<file path="config.mk">
export PLATFORM = sky130hd
export DESIGN_NAME = uart_rx_cfg
export DESIGN_NICKNAME = d
export VERILOG_FILES = /design/src/rtl/uart_rx_cfg.sv
export SDC_FILE = /design/constraint.sdc
export NUM_CORES = 1
export LEC_CHECK = 0
export CAP_MARGIN = 20
export CORE_MARGIN = 5
export CORE_UTILIZATION = 40
export DETAILED_ROUTE_END_ITERATION = 8
export DONT_BUFFER_PORTS = 1
export HOLD_SLACK_MARGIN = 0.02
export PLACE_DENSITY_LB_ADDON = 0.3
export SETUP_SLACK_MARGIN = 0.15
export SYNTH_ARGS = -nofsm -noshare
export SYNTH_HDL_FRONTEND = slang
export SYNTH_SLANG_ARGS = --single-unit
</file>
<file path="constraint.sdc">
create_clock -name clk -period 1.6 [get_ports clk]
set_input_delay 0.16 -clock clk [delete_from_list [all_inputs] [get_ports clk]]
set_output_delay 0.16 -clock clk [all_outputs]
set_load 0.1 [all_outputs]
</file>
<file path="src/rtl/uart_rx_cfg.sv">
// Configurable UART receiver: DBIT data bits, optional parity, 1/2 stop bits,
// two-flop input synchroniser, false-start rejection and a valid/ready output register.
module uart_rx_cfg #(
   parameter int DBIT       = 8,
   parameter int OVERSAMPLE = 16,
   parameter int PARITY_EN  = 0,
   parameter int PARITY_ODD = 0,
   parameter int STOP_BITS  = 1
) (
   input  logic            clk,
   input  logic            reset,
   input  logic            rx,
   input  logic            s_tick,
   input  logic            rx_ready,
   output logic            rx_valid,
   output logic [DBIT-1:0] dout,
   output logic            parity_err,
   output logic            frame_err,
   output logic            overrun_err,
   output logic            busy
);

   localparam int SW = $clog2(OVERSAMPLE);
   localparam int NW = $clog2(DBIT) + 1;
   localparam logic [SW-1:0] S_MID   = SW'(OVERSAMPLE / 2 - 1);
   localparam logic [SW-1:0] S_LAST  = SW'(OVERSAMPLE - 1);
   localparam logic [NW-1:0] N_LAST  = NW'(DBIT - 1);
   localparam logic [NW-1:0] N_STOP  = NW'(STOP_BITS - 1);
   localparam logic          PAR_ODD = 1'(PARITY_ODD);

   typedef enum logic [2:0] {IDLE, START, DATA, PARITY, STOP} state_t;

   state_t          state_q, state_d;
   logic [SW-1:0]   s_q, s_d;
   logic [NW-1:0]   n_q, n_d;
   logic [DBIT-1:0] sh_q, sh_d;
   logic            perr_q, perr_d;
   logic            ferr_q, ferr_d;
   logic            armed_q, armed_d;
   logic            sync1, rxs;
   logic            done, done_ferr;

   always_ff @(posedge clk or posedge reset) begin
      if (reset) begin
         sync1 <= 1'b1;
         rxs   <= 1'b1;
      end else begin
         sync1 <= rx;
         rxs   <= sync1;
      end
   end

   always_ff @(posedge clk or posedge reset) begin
      if (reset) begin
         state_q <= IDLE;
         s_q     <= '0;
         n_q     <= '0;
         sh_q    <= '0;
         perr_q  <= 1'b0;
         ferr_q  <= 1'b0;
         armed_q <= 1'b1;
      end else begin
         state_q <= state_d;
         s_q     <= s_d;
         n_q     <= n_d;
         sh_q    <= sh_d;
         perr_q  <= perr_d;
         ferr_q  <= ferr_d;
         armed_q <= armed_d;
      end
   end

   // armed drops when a frame completes and only returns once the line has been
   // seen high, so a held-low break line yields a single frame instead of a stream.
   always_comb begin
      state_d   = state_q;
      s_d       = s_q;
      n_d       = n_q;
      sh_d      = sh_q;
      perr_d    = perr_q;
      ferr_d    = ferr_q;
      armed_d   = armed_q | rxs;
      done      = 1'b0;
      done_ferr = ferr_q;
      case (state_q)
         IDLE: begin
            if (!rxs && armed_q) begin
               state_d = START;
               s_d     = '0;
            end
         end
         START: begin
            if (s_tick) begin
               if (s_q == S_MID) begin
                  if (!rxs) begin
                     state_d = DATA;
                     s_d     = '0;
                     n_d     = '0;
                     perr_d  = 1'b0;
                     ferr_d  = 1'b0;
                  end else begin
                     state_d = IDLE;
                  end
               end else begin
                  s_d = s_q + 1'b1;
               end
            end
         end
         DATA: begin
            if (s_tick) begin
               if (s_q == S_LAST) begin
                  sh_d = {rxs, sh_q[DBIT-1:1]};
                  s_d  = '0;
                  if (n_q == N_LAST) begin
                     n_d     = '0;
                     state_d = (PARITY_EN != 0) ? PARITY : STOP;
                  end else begin
                     n_d = n_q + 1'b1;
                  end
               end else begin
                  s_d = s_q + 1'b1;
               end
            end
         end
         PARITY: begin
            if (s_tick) begin
               if (s_q == S_LAST) begin
                  perr_d  = ((^sh_q) ^ rxs) != PAR_ODD;
                  state_d = STOP;
                  s_d     = '0;
                  n_d     = '0;
               end else begin
                  s_d = s_q + 1'b1;
               end
            end
         end
         STOP: begin
            if (s_tick) begin
               if (s_q == S_LAST) begin
                  s_d       = '0;
                  ferr_d    = ferr_q | ~rxs;
                  done_ferr = ferr_q | ~rxs;
                  if (n_q == N_STOP) begin
                     done    = 1'b1;
                     state_d = IDLE;
                     n_d     = '0;
                     armed_d = 1'b0;
                  end else begin
                     n_d = n_q + 1'b1;
                  end
               end else begin
                  s_d = s_q + 1'b1;
               end
            end
         end
         default: state_d = IDLE;
      endcase
   end

   // A completed frame loads when the register is empty or is being drained in
   // the same cycle; otherwise the new frame is dropped and flagged as overrun.
   always_ff @(posedge clk or posedge reset) begin
      if (reset) begin
         rx_valid    <= 1'b0;
         dout        <= '0;
         parity_err  <= 1'b0;
         frame_err   <= 1'b0;
         overrun_err <= 1'b0;
         busy        <= 1'b0;
      end else begin
         overrun_err <= 1'b0;
         busy        <= (state_d != IDLE);
         if (done) begin
            if (!rx_valid || rx_ready) begin
               rx_valid   <= 1'b1;
               dout       <= sh_q;
               parity_err <= perr_q;
               frame_err  <= done_ferr;
            end else begin
               overrun_err <= 1'b1;
            end
         end else if (rx_valid && rx_ready) begin
            rx_valid <= 1'b0;
         end
      end
   end

endmodule
</file>
==> results.json <==
{
  "holdWs_ps": 71.6,
  "cts.htree.levels": 2,
  "r2r-end": "s_q[3]$_DFFE_PP0P_",
  "fin_crit_sh_pct": 104,
  "dp.cells": 248,
  "stdcell_count": 265,
  "setup_viol_count_final": 7,
  "path_clk_slew_ps": 70,
  "crit_arrival_ps": 1840,
  "hold_viol": 0,
  "postLayoutCoreUtil_pct": 57.5,
  "outcome": "complete, but fails checks",
  "crit_end": "s_q[3]$_DFFE_PP0P_",
  "setup-tns-final_ps": -97.3,
  "crit_fanout": 5,
  "max_freq_ghz": 0.602,
  "crit_required_ps": 1780,
  "yosys_warnings": 0,
  "reg2reg_from": "s_q[0]$_DFFE_PP0P_",
  "wl_per_cell_um": 15.5,
  "fin_area_sq_mm": 0.00254,
  "r2r_setup_slack_ps": -60,
  "ctsLongestPathBuffers": 2,
  "die_x_um": 77.8,
  "ir_drop_mv": 0.726,
  "final_cell_mix": "buf_4 (38), dfrtp_1 (32), mux2_4 (15)",
  "fin_crit_ps": 1660,
  "cpPeakStageDelay_ps": 390,
  "via_per_inst": 5.34,
  "insertion_delay_ps": 290,
  "fillers": 352,
  "core_area_sq_mm": 0.00441,
  "reg2reg_depth": 6,
  "area_growth_pct": 38.1,
  "dp_hpwl_um": 2810,
  "cts_tree": "yes",
  "grt_max_degree": 21,
  "layout-drive-gt1-share_pct": 47.4,
  "path_class": "register to register",
  "dieArea_sq_mm": 0.00605,
  "n_antenna_cell": 0,
  "synth_flop_cell": "dfrtp_1",
  "io_pins": 18,
  "worstHoldPathType": "input pin to register",
  "rsz0062_at_grt": "yes",
  "syn_avg_cell_area_sq_um": 11.2,
  "postRouteAntennaNets": 0,
  "grt_pass1_vias": 1443,
  "cts-root-buf": "clkbuf_8",
  "finalNetCount": 220,
  "violations": "negative setup slack",
  "startpoint_type": "register",
  "synth.distinct_cells": 40,
  "placed_area_sq_mm": 0.00223,
  "critical-path-top-delay-family": "compound AO/OA/AOI/OAI gates",
  "num_rows": 24,
  "p_leak_uw": 0.00121,
  "gr-total-overflow": 0,
  "crit_chain": "ha_2 > and4bb_2 > nand3_2 > a32o_2 > a21bo_2 > a32o_1",
  "clock_skew_ps": 10.2,
  "ys_seq_elements": 37,
  "synth_cells": 164,
  "gp_congestion": 0.841,
  "slew_viol_final": 0,
  "grt_pass1_wl_um": 6870,
  "drt_first_pass_iters": 4,
  "grt_usage_pct": 14.0,
  "worst_pin_slew_ps": 330,
  "synthArstFlopShare_pct": 100,
  "portBuffers": 0,
  "synth_area_sq_mm": 0.00184,
  "crit_cells": 6,
  "totalWireLength_um": 4120,
  "relSlewSlack_pct": 77.9,
  "cpMaxStageDelayCell": "dfrtp_1",
  "cp.buffers_inverters": 0,
  "fp.dieH_um": 77.8,
  "cts_buffers": 5,
  "worstSetupStartpoint": "s_q[0]$_DFFE_PP0P_",
  "setup_ws_ps": -62.4,
  "p_per_area_mw_per_mm2": 1250,
  "first_iter_violations": 94,
  "maxCapViolCount": 0,
  "yosysSeqAreaShare_pct": 50.6,
  "num_vias": 1416,
  "final_common_cell": "buf_4",
  "end_kind": "register",
  "synth_enable_flop_cells": 0,
  "synth_nets": 172,
  "start_util_pct": 41.6,
  "cts_sinks": 37,
  "antenna_found_initial": 0,
  "post-route-drc-count": 0
}
==> power by group <==
group / total [uW] / switching (uW) / internal, uW
clock network: 842 / 336 / 507
registers: 1130 / 96.8 / 1040
logic: 1200 / 583 / 618
==> logic make-up after synthesis <==
kind of cell | count (synthesis) | share of synthesized area (%)
xor+xnor | 10 | 5.17
simple gates | 52 | 16.0
compound gates | 31 | 11.3
mux | 19 | 11.6
flops | 37 | 50.6
fa+ha+maj | 3 | 2.04
buf+inv | 12 | 3.34
==> metrics by stage <==
stage	setup WS (ps)	power (uW)
floorplan	-15.7	1730
global placement	16.5	2040
detailed placement	-53.3	2080
CTS	-55.5	3000
finish	-62.4	3180
global route	-117	3370
==> sequential cells by signal, indices dropped and copies added, names as in the netlist <==
register / flops
parity_err: 1
dout: 8
n_q: 4
rx_valid: 1
overrun_err: 1
perr_q: 1
sh_q: 8
ferr_q: 1
s_q: 4
sync1: 1
frame_err: 1
busy: 1
rxs: 1
state_q: 3
armed_q: 1
==> metal layers <==
layer | up-vias | track usage (%) | wire [um]
met5 | - | 0 | 0
met4 | 0 | 6.01 | 90
met3 | 11 | 3.36 | 164
met2 | 26 | 23.4 | 2170
met1 | 705 | 17.3 | 1690
li1 | 674 | - | -
==> how the worst min path moves through the flow <==
stage                 from                     end  slack, ps  depth (start not counted)
CTS                 s_tick      n_q[3]$_DFFE_PP0P_         70                          2
global placement     reset  parity_err$_DFFE_PP0P_        110                          2
global route        s_tick      n_q[3]$_DFFE_PP0P_         70                          2
finish              s_tick      n_q[3]$_DFFE_PP0P_         70                          2
floorplan               rx         sync1$_DFF_PP1_        160                          0
detailed placement   reset     dout[0]$_DFFE_PP0P_        120                          2
==> cells in the mapped netlist (2+ instances only) <==
| library cell | number | area (sq um) |
|---|---|---|
| nor3b_1 | 2 | 15.0 |
| ha_1 | 3 | 37.5 |
| and2_1 | 2 | 12.5 |
| buf_4 | 4 | 30.0 |
| and3_1 | 2 | 12.5 |
| nand2_1 | 13 | 48.8 |
| o21a_1 | 2 | 15.0 |
| nand3_1 | 5 | 25.0 |
| nand4_1 | 2 | 12.5 |
| mux2_2 | 18 | 203 |
| nand2b_1 | 6 | 37.5 |
| xnor2_1 | 7 | 61.3 |
| dfrtp_1 | 34 | 851 |
| inv_1 | 7 | 26.3 |
| a32o_1 | 3 | 30.0 |
| xor2_1 | 2 | 17.5 |
| dfstp_2 | 3 | 78.8 |
| o21ai_0 | 10 | 50.1 |
| nand3_2 | 2 | 20.0 |
| a21oi_1 | 6 | 30.0 |
| nor2_1 | 9 | 33.8 |
| nor2b_1 | 3 | 18.8 |
| o2bb2ai_1 | 2 | 17.5 |
==> layout make-up <==
type / count / area [sq um] / share of cell area, %
Timing Repair Buffer: 45 / 370 / 14.6
Clock inverter: 2 / 37.5 / 1.48
Inverter: 7 / 26.3 / 1.03
Sequential cell: 37 / 932 / 36.7
Clock buffer: 6 / 82.6 / 3.25
Multi-Input combinational cell: 116 / 1020 / 40.4
Tap cell: 52 / 65.1 / 2.56
==> what timing repair did <==
action                     4_1_cts  5_1_grt
hold endpoints to repair        35        0
pin swaps                        8        6
buffers inserted                 2        4
hold buffers                     2        0
setup endpoints to repair       29       31
gates cloned                     1        0
resized for setup               11       21
Note: power is estimated with default switching activity, not from simulation.
